--- config.mk ---
export PLATFORM = sky130hd
export DESIGN_NAME = vend_dispense_fsm
export DESIGN_NICKNAME = d
export VERILOG_FILES = /design/src/rtl/vend_pkg.sv /design/src/rtl/vend_coin_pulser.sv /design/src/rtl/vend_dispense_fsm.sv
export SDC_FILE = /design/constraint.sdc
export NUM_CORES = 1
export LEC_CHECK = 0
export ABC_AREA = 1
export BUFFER_PORTS_ARGS = -buffer_cell sky130_fd_sc_hd__buf_2
export CAP_MARGIN = 20
export CELL_PAD_IN_SITES_DETAIL_PLACEMENT = 0
export CELL_PAD_IN_SITES_GLOBAL_PLACEMENT = 1
export CORE_MARGIN = 8
export CORE_UTILIZATION = 35
export DETAILED_ROUTE_END_ITERATION = 10
export GPL_ROUTABILITY_DRIVEN = 0
export PLACE_DENSITY_LB_ADDON = 0.05
export SLEW_MARGIN = 25
export SYNTH_ARGS = -nofsm -noshare
export SYNTH_HDL_FRONTEND = slang
export SYNTH_SLANG_ARGS = --single-unit
--- constraint.sdc ---
create_clock -name clk -period 2.46 [get_ports clk]
set_input_delay 0.246 -clock clk [delete_from_list [all_inputs] [get_ports clk]]
set_output_delay 0.246 -clock clk [all_outputs]
set_load 0.01 [all_outputs]
--- src/rtl/vend_pkg.sv ---
// rtl/vend_pkg.sv - shared vending state encoding and default widths
package vend_pkg;

  localparam int CREDIT_W_DEF = 8;

  typedef enum logic [2:0] {
    S_IDLE     = 3'd0,
    S_COMPARE  = 3'd1,
    S_DISPENSE = 3'd2,
    S_CHANGE   = 3'd3,
    S_DONE     = 3'd4
  } state_t;

endpackage

--- src/rtl/vend_coin_pulser.sv ---
// rtl/vend_coin_pulser.sv - change downcounter emitting coin pulses spaced by COIN_GAP
module vend_coin_pulser #(
  parameter int CREDIT_W = 8,
  parameter int COIN_GAP = 4
) (
  input  logic                clk,
  input  logic                rst,
  input  logic                i_load,
  input  logic [CREDIT_W-1:0] i_load_val,
  input  logic                i_active,
  output logic                o_coin,
  output logic                o_last,
  output logic                o_nonzero
);

  localparam int GW = (COIN_GAP > 2) ? $clog2(COIN_GAP) : 1;
  localparam logic [GW-1:0] GAP_RELOAD = GW'(COIN_GAP - 1);

  logic [CREDIT_W-1:0] r_change;
  logic [GW-1:0]       r_gap;

  // Loading also zeroes the gap so the first CHANGE cycle always pulses.
  always_ff @(posedge clk) begin
    if (rst) begin
      r_change <= '0;
      r_gap    <= '0;
    end else if (i_load) begin
      r_change <= i_load_val;
      r_gap    <= '0;
    end else if (i_active) begin
      if (r_gap == '0) begin
        r_change <= r_change - CREDIT_W'(1);
        r_gap    <= GAP_RELOAD;
      end else begin
        r_gap    <= r_gap - GW'(1);
      end
    end
  end

  assign o_coin    = i_active && (r_gap == '0);
  assign o_last    = (r_change == CREDIT_W'(1));
  assign o_nonzero = (r_change != '0);

endmodule

--- src/rtl/vend_dispense_fsm.sv ---
// rtl/vend_dispense_fsm.sv - credit/price compare, motor drive with timeout, change/refund sequencing
module vend_dispense_fsm
  import vend_pkg::*;
#(
  parameter int CREDIT_W = CREDIT_W_DEF,
  parameter int COIN_GAP = 4,
  parameter int TIMEOUT  = 16
) (
  input  logic                clk,
  input  logic                rst,
  input  logic                start,
  input  logic [CREDIT_W-1:0] credit,
  input  logic [CREDIT_W-1:0] price,
  input  logic                dispense_done,
  output logic                dispense,
  output logic                coin_out,
  output logic                busy,
  output logic                done,
  output logic                insufficient,
  output logic                fault,
  output logic [2:0]          state
);

  localparam int TW = (TIMEOUT > 2) ? $clog2(TIMEOUT) : 1;
  localparam logic [TW-1:0] TMO_LAST = TW'(TIMEOUT - 1);

  state_t              r_state;
  state_t              w_next;
  logic [CREDIT_W-1:0] r_credit;
  logic [CREDIT_W-1:0] r_price;
  logic [TW-1:0]       r_timer;
  logic                r_insuff;
  logic                r_fault;

  logic                w_latch;
  logic                w_load;
  logic [CREDIT_W-1:0] w_load_val;
  logic                w_set_insuff;
  logic                w_set_fault;
  logic                w_coin;
  logic                w_last;
  logic                w_nonzero;

  vend_coin_pulser #(
    .CREDIT_W (CREDIT_W),
    .COIN_GAP (COIN_GAP)
  ) u_pulser (
    .clk        (clk),
    .rst        (rst),
    .i_load     (w_load),
    .i_load_val (w_load_val),
    .i_active   (r_state == S_CHANGE),
    .o_coin     (w_coin),
    .o_last     (w_last),
    .o_nonzero  (w_nonzero)
  );

  always_ff @(posedge clk) begin
    if (rst) r_state <= S_IDLE;
    else     r_state <= w_next;
  end

  always_comb begin
    w_next       = r_state;
    w_latch      = 1'b0;
    w_load       = 1'b0;
    w_load_val   = r_credit;
    w_set_insuff = 1'b0;
    w_set_fault  = 1'b0;
    case (r_state)
      S_IDLE: begin
        if (start) begin
          w_latch = 1'b1;
          w_next  = S_COMPARE;
        end
      end
      S_COMPARE: begin
        w_load = 1'b1;
        if (r_credit >= r_price) begin
          w_load_val = r_credit - r_price;
          w_next     = S_DISPENSE;
        end else begin
          w_set_insuff = 1'b1;
          w_next       = (r_credit == '0) ? S_DONE : S_CHANGE;
        end
      end
      S_DISPENSE: begin
        // An acknowledge on the final timer cycle beats the timeout.
        if (dispense_done) begin
          w_next = w_nonzero ? S_CHANGE : S_DONE;
        end else if (r_timer == TMO_LAST) begin
          w_set_fault = 1'b1;
          w_load      = 1'b1;
          w_next      = (r_credit == '0) ? S_DONE : S_CHANGE;
        end
      end
      S_CHANGE: begin
        if (w_coin && w_last) w_next = S_DONE;
      end
      S_DONE:  w_next = S_IDLE;
      default: w_next = S_IDLE;
    endcase
  end

  always_ff @(posedge clk) begin
    if (rst) begin
      r_credit <= '0;
      r_price  <= '0;
      r_timer  <= '0;
      r_insuff <= 1'b0;
      r_fault  <= 1'b0;
    end else begin
      if (w_latch) begin
        r_credit <= credit;
        r_price  <= price;
        r_insuff <= 1'b0;
        r_fault  <= 1'b0;
      end
      if (w_set_insuff) r_insuff <= 1'b1;
      if (w_set_fault)  r_fault  <= 1'b1;
      if (r_state == S_COMPARE)       r_timer <= '0;
      else if (r_state == S_DISPENSE) r_timer <= r_timer + TW'(1);
    end
  end

  assign dispense     = (r_state == S_DISPENSE);
  assign coin_out     = w_coin;
  assign busy         = (r_state != S_IDLE);
  assign done         = (r_state == S_DONE);
  assign insufficient = r_insuff;
  assign fault        = r_fault;
  assign state        = r_state;

endmodule
==> results of run 1 <==
==> worst min-delay path: cells and delay by family <==
kind	cells	cell delay, ns
AOI/OAI and AO/OA	2	0.17
buffers and inverters	1	0.07
==> flip-flops by register name, summed over array words and instances (netlist names) <==
signal	cells
fault	1
insufficient	1
r_credit	8
r_price	8
r_timer	4
state	3
u_pulser.r_change	8
u_pulser.r_gap	2
==> per-layer routing <==
metal / up-vias / track usage / wire length, um
li1: 1113 / - / -
met1: 901 / 0.180 / 2880
met2: 29 / 0.207 / 2440
met3: 2 / 0.0286 / 146
met4: 0 / 0.0312 / 29
met5: - / 0 / 0
==> report_power, final <==
part / leakage (nW) / switching (mW) / internal (mW) / total (mW)
Combinational: 0.863 / 1.15 / 0.660 / 1.81
Clock: 0.0470 / 0.213 / 0.220 / 0.433
Sequential: 0.288 / 0.130 / 0.731 / 0.861
==> synthesized netlist by cell type, types with 5 or more instances <==
| cell type | instances |
|---|---|
| nand2_1 | 73 |
| inv_1 | 51 |
| dfxtp_1 | 35 |
| a21oi_1 | 33 |
| o21ai_0 | 28 |
| nand3_1 | 23 |
| nor2_1 | 20 |
| ha_1 | 12 |
| clkbuf_1 | 5 |
| inv_2 | 5 |
| xor2_1 | 5 |
==> area by class of cell <==
class | instances | area [um^2]
Fill cell | 665 | 3480
Multi-Input combinational cell | 228 | 1230
Sequential cell | 35 | 701
Inverter | 57 | 214
Timing Repair Buffer | 29 | 148
Tap cell | 75 | 93.8
Clock buffer | 6 | 82.6
Clock inverter | 1 | 5.00
==> worst min-delay path by stage <==
stage,cells after the start,from,slack (ns),to
6_report,3,price[1],0.24,r_price[1]$_SDFFE_PP0P_
5_1_grt,3,credit[2],0.25,r_credit[2]$_SDFFE_PP0P_
4_1_cts,3,price[1],0.23,r_price[1]$_SDFFE_PP0P_
3_5_place_dp,2,r_price[0]$_SDFFE_PP0P_,0.45,r_price[0]$_SDFFE_PP0P_
3_3_place_gp,1,r_timer[3]$_SDFFE_PP0P_,0.44,r_timer[3]$_SDFFE_PP0P_
2_1_floorplan,1,r_timer[3]$_SDFFE_PP0P_,0.42,r_timer[3]$_SDFFE_PP0P_
==> stage by stage <==
step           utilization  power, mW  area [um^2]  hold slack, ns  cells
2_1_floorplan            -       2.28         2180           0.423    327
3_3_place_gp         0.401       2.71         2390           0.436    424
3_5_place_dp         0.401       2.70         2390           0.452    424
4_1_cts              0.416       3.15         2470           0.233    431
5_1_grt              0.416       3.47         2470           0.248    431
6_report             0.416       3.10         2470           0.238    431
==> kinds of logic (layout without fill, tap and decap cells) <==
group                      count (synthesis)  in the layout  synth area share
and+or+nand+nor                          134            134             0.273
AOI/OAI and AO/OA                         74             74             0.185
buffers and inverters                     64             93             0.114
DFF                                       35             35             0.321
adders and majority gates                 13             13            0.0781
xor gates and xnor gates                   7              7            0.0281
==> impl_metrics.yaml, run 1 <==
worst_setup_path:
  timing.critical_path.required_ns: 2.62
  rr_endpoint: "u_pulser.r_change[3]$_SDFFE_PP0P_"
  cp-end-kind: "flop"
  worstSetupStartpoint: "r_credit[0]$_SDFFE_PP0P_"
  timing.reg2reg.setup_slack_ns: 0.34
  crit_slowest_cell: "fa_1"
  critical_path.max_stage_delay_ns: 0.40
  crit_buf_inv: 2
  timing.setup.critical_path_class: "reg2reg"
  critical_path_depth_in_cells: 11
  cp-endpoint: "u_pulser.r_change[3]$_SDFFE_PP0P_"
  crit_chain: "inv_1, ha_1, fa_1, inv_1, nand3_1, nand3_1, nand2_1, nand2_1, nand2_2, o211ai_1, a21oi_1"
  arrival_ns: 2.29
  critical_path_start_type: "flop"
  reg2regPathDepth: 11
  maximum_net_fanout_on_the_critical_path: 10
  critical_register_to_register_path_startpoint: "r_credit[0]$_SDFFE_PP0P_"
  cpLargestDelayFamily: "adder cells"
grt:
  track_usage: 0.132
  first_global_vias: 1998
  grt_antenna_before_repair: 0
  grt-ovfl-total: 0
  grt_pass1_wl_um: 9560
  grt_max_degree: 35
floorplanning:
  die_width_um: 94.9
  die_area_um2: 9010
  std_cell_rows: 28
  io_pins: 29
  core_area_um2: 5960
  floorplan.initialDensity: 0.366
  die_h_um: 94.9
power_and_ir_drop:
  powerDensity_nw_per_um2: 1250
  p_leak_nw: 1.20
  vdd_drop_max_uv: 380
sta:
  worst_margin_slew_ns: 0.574
  worst_slack_ns: 0.336
  final.setup_skew_ns: 0.00393
  tcrit_tclk_final: 0.864
  rsz0062_at_grt: "false"
  final.setup.tns_ns: 0
  slew_viol_final: 0
  finalSetupViolations: 0
  slew_headroom: 0.617
  max_freq_mhz: 471
  final_period_minus_worst_setup_slack_ns: 2.12
  final_hold_viol_count: 0
clock_tree:
  clkTransAtPathRegs_ns: 0.07
  post_cts.resized_instances: 0
  clk-insertion-delay-late_ns: 0.28
  clock-sinks: 35
  post_cts_hold_buffer_count: 0
  cts.repair_timing.setup_buffer_count: 0
  tritoncts.num_buffers: 5
  clock_tree_from_tritoncts: "yes"
  clockRootBuffer: "clkbuf_8"
  cts_htree_levels: 2
  cts_max_path_buffers: 2
place:
  placement.io_buffers: 28
  post-place-ws_ns: 0.350
  detailedPlacementHpwl_um: 4370
finish:
  layout.cells.most_common: "nand2_1"
  most-common-layout-cells: "nand2_1 (73), inv_1 (51), dfxtp_1 (35)"
  area_growth_pct: 13.5
  antenna-diode-count: 0
  layout.nets: 389
  drive_above_1_share: 0.154
routing:
  drt_iter0_drc: 112
  drt-total-wl_um: 5490
  postRouteAntennaNets: 0
  via_count: 2045
  remaining_drc_errors: 0
  wire_per_inst_um: 12.7
  avgViaCountPerCell: 4.74
  drt_first_pass_iters: 4
yosys:
  ys_async_sr_fraction: 0
  syn-cell-area_um2: 2180
  netlist_instances: 327
  ys_dominant_reg_cell: "dfxtp_1"
  synthDominantCellAreaShare: 0.321
  post_synth.cell_area_avg_um2: 6.67
  number_of_enable_type_register_cells_in_the_synthesized_netlist: 0
  synthesis.yosys.warnings: 0
  synthesis.nets: 360
  yosys_register_bits: 35
  synth_cell_types: 32
  synthTopCellsByArea: "dfxtp_1 (32%), nand2_1 (13%), inv_1 (8.8%), a21oi_1 (7.6%), ha_1 (6.9%)"
  synth_largest_area_cell: "dfxtp_1"
  synth_seq_area_share: 0.321
flow_run:
  cap_violations: 0
min_path:
  worst_hold_path_type: "in2reg"
run_status:
  status: "finished clean"
Power figures use the tool's default switching activity.
==> run 2: changes to the inputs <==
--- a/config.mk
+++ b/config.mk
@@ -15,6 +15,7 @@
 export DETAILED_ROUTE_END_ITERATION = 10
 export GPL_ROUTABILITY_DRIVEN = 0
 export PLACE_DENSITY_LB_ADDON = 0.05
+export REMOVE_ABC_BUFFERS = 1
 export SLEW_MARGIN = 25
 export SYNTH_ARGS = -nofsm -noshare
 export SYNTH_HDL_FRONTEND = slang
==> run 2 against run 1 <==
  * Global-route usage is 0.54 points lower
  * Design area is 0.51% higher
  * Clock power is 7.2% higher
  * Fmax is 1.9% lower
  * Cell count is 0.23% higher
  * Die area stayed put
  * Wire length is 1.5% lower
==> impl_metrics.yaml, run 2 (same netlist as run 1, synthesis figures left out) <==
clock_tree:
  tritoncts.num_buffers: 5
  clock_tree_from_tritoncts: "yes"
  cts_max_path_buffers: 2
  clockRootBuffer: "clkbuf_8"
  clock-sinks: 35
  cts.repair_timing.setup_buffer_count: 0
  cts_htree_levels: 2
  clkTransAtPathRegs_ns: 0.07
  clk-insertion-delay-late_ns: 0.28
  post_cts.resized_instances: 0
  post_cts_hold_buffer_count: 0
power_and_ir_drop:
  p_leak_nw: 1.20
  fin_total_pwr_mw: 3.14
  vdd_drop_max_uv: 407
  powerDensity_nw_per_um2: 1260
sta:
  rsz0062_at_grt: "false"
  tcrit_tclk_final: 0.881
  slew_viol_final: 0
  final.setup.tns_ns: 0
  final.setup_skew_ns: 0.00172
  max_freq_mhz: 462
  worst_margin_slew_ns: 0.581
  slew_headroom: 0.612
  final_period_minus_worst_setup_slack_ns: 2.17
  final_hold_viol_count: 0
  finalSetupViolations: 0
  hold_slack_ns: 0.237
routing:
  avgViaCountPerCell: 4.74
  top_layer: "met4"
  routedLengthMet1_um: 2860
  drt_first_pass_iters: 4
  via_count: 2048
  route.met2.wl_um: 2380
  routed-wl-met3_um: 124
  wire_per_inst_um: 12.5
  drt_iter0_drc: 98
  drt-total-wl_um: 5410
  remaining_drc_errors: 0
  postRouteAntennaNets: 0
grt:
  grt_max_degree: 35
  grt-ovfl-total: 0
  grt_pass1_wl_um: 9160
  grt_antenna_before_repair: 0
  first_global_vias: 1998
  track_usage: 0.127
finish:
  sequential_cell_area_um2: 701
  antenna-diode-count: 0
  combined_area_of_the_multi_input_logic_cells_um2: 1230
  reg_top3: "r_credit (8), r_price (8), u_pulser.r_change (8)"
  area_growth_pct: 14.1
  layout.cells.most_common: "nand2_1"
  layout.nets: 389
  drive_above_1_share: 0.154
  layout.filler_cells: 680
  most-common-layout-cells: "nand2_1 (73), inv_1 (51), dfxtp_1 (35)"
  utilization: 0.418
worst_setup_path:
  timing.critical_path.required_ns: 2.62
  reg2regPathDepth: 11
  arrival_ns: 2.33
  critical_path_start_type: "flop"
  worstSetupStartpoint: "r_credit[0]$_SDFFE_PP0P_"
  maximum_net_fanout_on_the_critical_path: 10
  timing.setup.critical_path_class: "reg2reg"
  cp-end-kind: "flop"
  critical_register_to_register_path_startpoint: "r_credit[0]$_SDFFE_PP0P_"
floorplanning:
  die_h_um: 94.9
  floorplan.initialDensity: 0.366
  core_area_um2: 5960
  die_area_um2: 9010
  die_width_um: 94.9
  io_pins: 29
  std_cell_rows: 28
place:
  placement.io_buffers: 28
  detailedPlacementHpwl_um: 4270
min_path:
  worst_hold_path_type: "in2reg"
  timing.hold.worst.start: "price[2]"
  worst_hold_path_cells: 3
flow_run:
  cap_violations: 0
run_status:
  status: "finished clean"
==> run 2: metal layers <==
layer	GRT usage	vias to the layer above
li1	-	1115
met1	0.173	904
met2	0.198	24
met3	0.0238	5
met4	0.0351	0
met5	0	-
==> run 2: area by class of cell <==
cell class	count	area share
Clock buffer	8	0.0402
Tap cell	75	0.0377
Timing Repair Buffer	29	0.0594
Sequential cell	35	0.282
Multi-Input combinational cell	228	0.495
Inverter	57	0.0860
==> run 2: final timing paths <==
check,to,slack (ns)
setup / recovery,u_pulser.r_change[2]$_SDFFE_PP0P_,0.29
hold / removal,r_price[2]$_SDFFE_PP0P_,0.24
setup reg to reg,u_pulser.r_change[2]$_SDFFE_PP0P_,0.29
hold reg to reg,r_timer[3]$_SDFFE_PP0P_,0.45
==> run 2: worst max-delay path, stage by stage, from the launching register on <==
cell,delay [ns]
dfxtp_1,0.33
inv_1,0.07
ha_1,0.22
fa_1,0.41
inv_1,0.09
nand3_1,0.08
nand3_1,0.10
nand2_1,0.07
nand2_1,0.13
nand2_2,0.14
o21ai_0,0.31
a21oi_1,0.10
==> run 2: stage by stage <==
step                cells  setup slack [ns]  cell area [um^2]
CTS                   432             0.300              2490
global placement      424             0.316              2390
global route          432             0.114              2490
floorplan             320             0.633              2150
detailed placement    424             0.312              2390
finish                432             0.294              2490
==> run 2: power breakdown <==
group          switching (mW)  internal, mW
clock                   0.208         0.256
sequential              0.126         0.731
combinational            1.16         0.661
total                    1.50          1.65
==> run 3: changes to the inputs <==
--- a/config.mk
+++ b/config.mk
@@ -15,8 +15,9 @@
 export DETAILED_ROUTE_END_ITERATION = 10
 export GPL_ROUTABILITY_DRIVEN = 0
 export PLACE_DENSITY_LB_ADDON = 0.05
+export RECOVER_POWER = 100
 export REMOVE_ABC_BUFFERS = 1
-export SLEW_MARGIN = 25
+export SLEW_MARGIN = 40
 export SYNTH_ARGS = -nofsm -noshare
 export SYNTH_HDL_FRONTEND = slang
 export SYNTH_SLANG_ARGS = --single-unit
==> run 3 against run 2 <==
  * Design area down 0.80%
  * Utilization down 0.34 points
  * Setup slack worse by 0.014 ns
  * Clock power about the same
  * Count of clock-buffer cells in the layout unchanged
  * Critical path type unchanged
  * Die area unchanged
  * Power down 0.74%
  * Non-clock buffer count unchanged
  * Sequential share of layout area up 0.23 points
==> impl_metrics.yaml, run 3 (same netlist as run 1, synthesis figures left out) <==
finish:
  drive_above_1_share: 0.120
  layout.nets: 389
  layout.cells.most_common: "nand2_1"
  reg_top3: "r_credit (8), r_price (8), u_pulser.r_change (8)"
  most-common-layout-cells: "nand2_1 (74), inv_1 (53), dfxtp_1 (35)"
  antenna-diode-count: 0
  area_growth_pct: 13.2
clock_tree:
  cts_htree_levels: 2
  post_cts.resized_instances: 0
  tritoncts.num_buffers: 5
  clk-insertion-delay-late_ns: 0.28
  clock-sinks: 35
  cts.repair_timing.setup_buffer_count: 0
  clkTransAtPathRegs_ns: 0.07
  clockRootBuffer: "clkbuf_8"
  clock_tree_from_tritoncts: "yes"
  post_cts_hold_buffer_count: 0
  cts_max_path_buffers: 2
sta:
  rsz0062_at_grt: "false"
  worst_margin_slew_ns: 1.28
  max_freq_mhz: 459
  tcrit_tclk_final: 0.886
  finalSetupViolations: 0
  final.setup.tns_ns: 0
  final_hold_viol_count: 0
  final_period_minus_worst_setup_slack_ns: 2.18
  final.setup_skew_ns: 0.00276
  slew_headroom: 0.147
  slew_viol_final: 0
min_path:
  worst_hold_path_type: "in2reg"
flow_run:
  cap_violations: 0
power_and_ir_drop:
  p_leak_nw: 1.18
  powerDensity_nw_per_um2: 1260
  vdd_drop_max_uv: 407
  fin_total_pwr_mw: 3.12
worst_setup_path:
  timing.setup.critical_path_class: "reg2reg"
  cp-end-kind: "flop"
  critical_path_start_type: "flop"
  timing.critical_path.required_ns: 2.61
  maximum_net_fanout_on_the_critical_path: 10
  arrival_ns: 2.33
routing:
  remaining_drc_errors: 0
  via_count: 2043
  postRouteAntennaNets: 0
  drt_first_pass_iters: 4
  wire_per_inst_um: 12.5
  avgViaCountPerCell: 4.73
  drt_iter0_drc: 99
  drt-total-wl_um: 5410
floorplanning:
  die_area_um2: 9010
  floorplan.initialDensity: 0.366
  std_cell_rows: 28
  die_h_um: 94.9
  core_area_um2: 5960
  die_width_um: 94.9
  io_pins: 29
grt:
  grt-ovfl-total: 0
  first_global_vias: 1998
  grt_antenna_before_repair: 0
  grt_max_degree: 35
  track_usage: 0.127
  grt_pass1_wl_um: 9160
place:
  detailedPlacementHpwl_um: 4270
  placement.io_buffers: 28
run_status:
  status: "finished clean"
==> run 3: where the power goes <==
part	switching (mW)	leakage, nW	internal (mW)	total [mW]
Clock	0.208	0.0515	0.256	0.463
Sequential	0.125	0.288	0.731	0.856
Combinational	1.16	0.836	0.643	1.80
Total	1.49	1.18	1.63	3.12
==> run 3: cell type report <==
| type | instances | area (um^2) |
|---|---|---|
| inverter | 57 | 214 |
| multi-input combinational | 228 | 1220 |
| fill | 686 | 3490 |
| clock buffer | 8 | 100 |
| tap | 75 | 93.8 |
| sequential | 35 | 701 |
| timing repair buffer | 29 | 135 |
==> run 3: per-stage QoR <==
step | hold WS [ns] | std cells | util | cell area, um^2 | setup WS (ns)
6_report | 0.237 | 432 | 0.414 | 2470 | 0.280
5_1_grt | 0.268 | 432 | 0.414 | 2470 | 0.106
4_1_cts | 0.229 | 432 | 0.418 | 2490 | 0.300
3_5_place_dp | 0.446 | 424 | 0.401 | 2390 | 0.312
3_3_place_gp | 0.446 | 424 | 0.401 | 2390 | 0.316
2_1_floorplan | 0.315 | 320 | - | 2150 | 0.633
==> run 3: critical path, stage by stage (launching register included) <==
cell	delay (ns)
dfxtp_1	0.33
inv_1	0.07
ha_1	0.22
fa_1	0.41
inv_1	0.09
nand3_1	0.08
nand3_1	0.10
nand2_1	0.07
nand2_1	0.13
nand2_2	0.14
o21ai_0	0.31
a21oi_1	0.10
==> run 3: final timing paths <==
check	startpoint	endpoint	slack, ns	depth (start not counted)
min reg2reg	r_timer[3]$_SDFFE_PP0P_	r_timer[3]$_SDFFE_PP0P_	0.45	1
min	price[2]	r_price[2]$_SDFFE_PP0P_	0.24	3
max reg2reg	r_credit[0]$_SDFFE_PP0P_	u_pulser.r_change[2]$_SDFFE_PP0P_	0.28	11
max	r_credit[0]$_SDFFE_PP0P_	u_pulser.r_change[2]$_SDFFE_PP0P_	0.28	11
==> run 3: per-layer routing <==
metal | GRT usage | vias up | wire (um) | part of all wire
met2 | 0.198 | 22 | 2380 | 0.44
li1 | - | 1113 | - | -
met3 | 0.0238 | 5 | 116 | 0.021
met4 | 0.0351 | 0 | 44 | 0.0081
met5 | 0 | - | 0 | 0
met1 | 0.173 | 903 | 2870 | 0.53
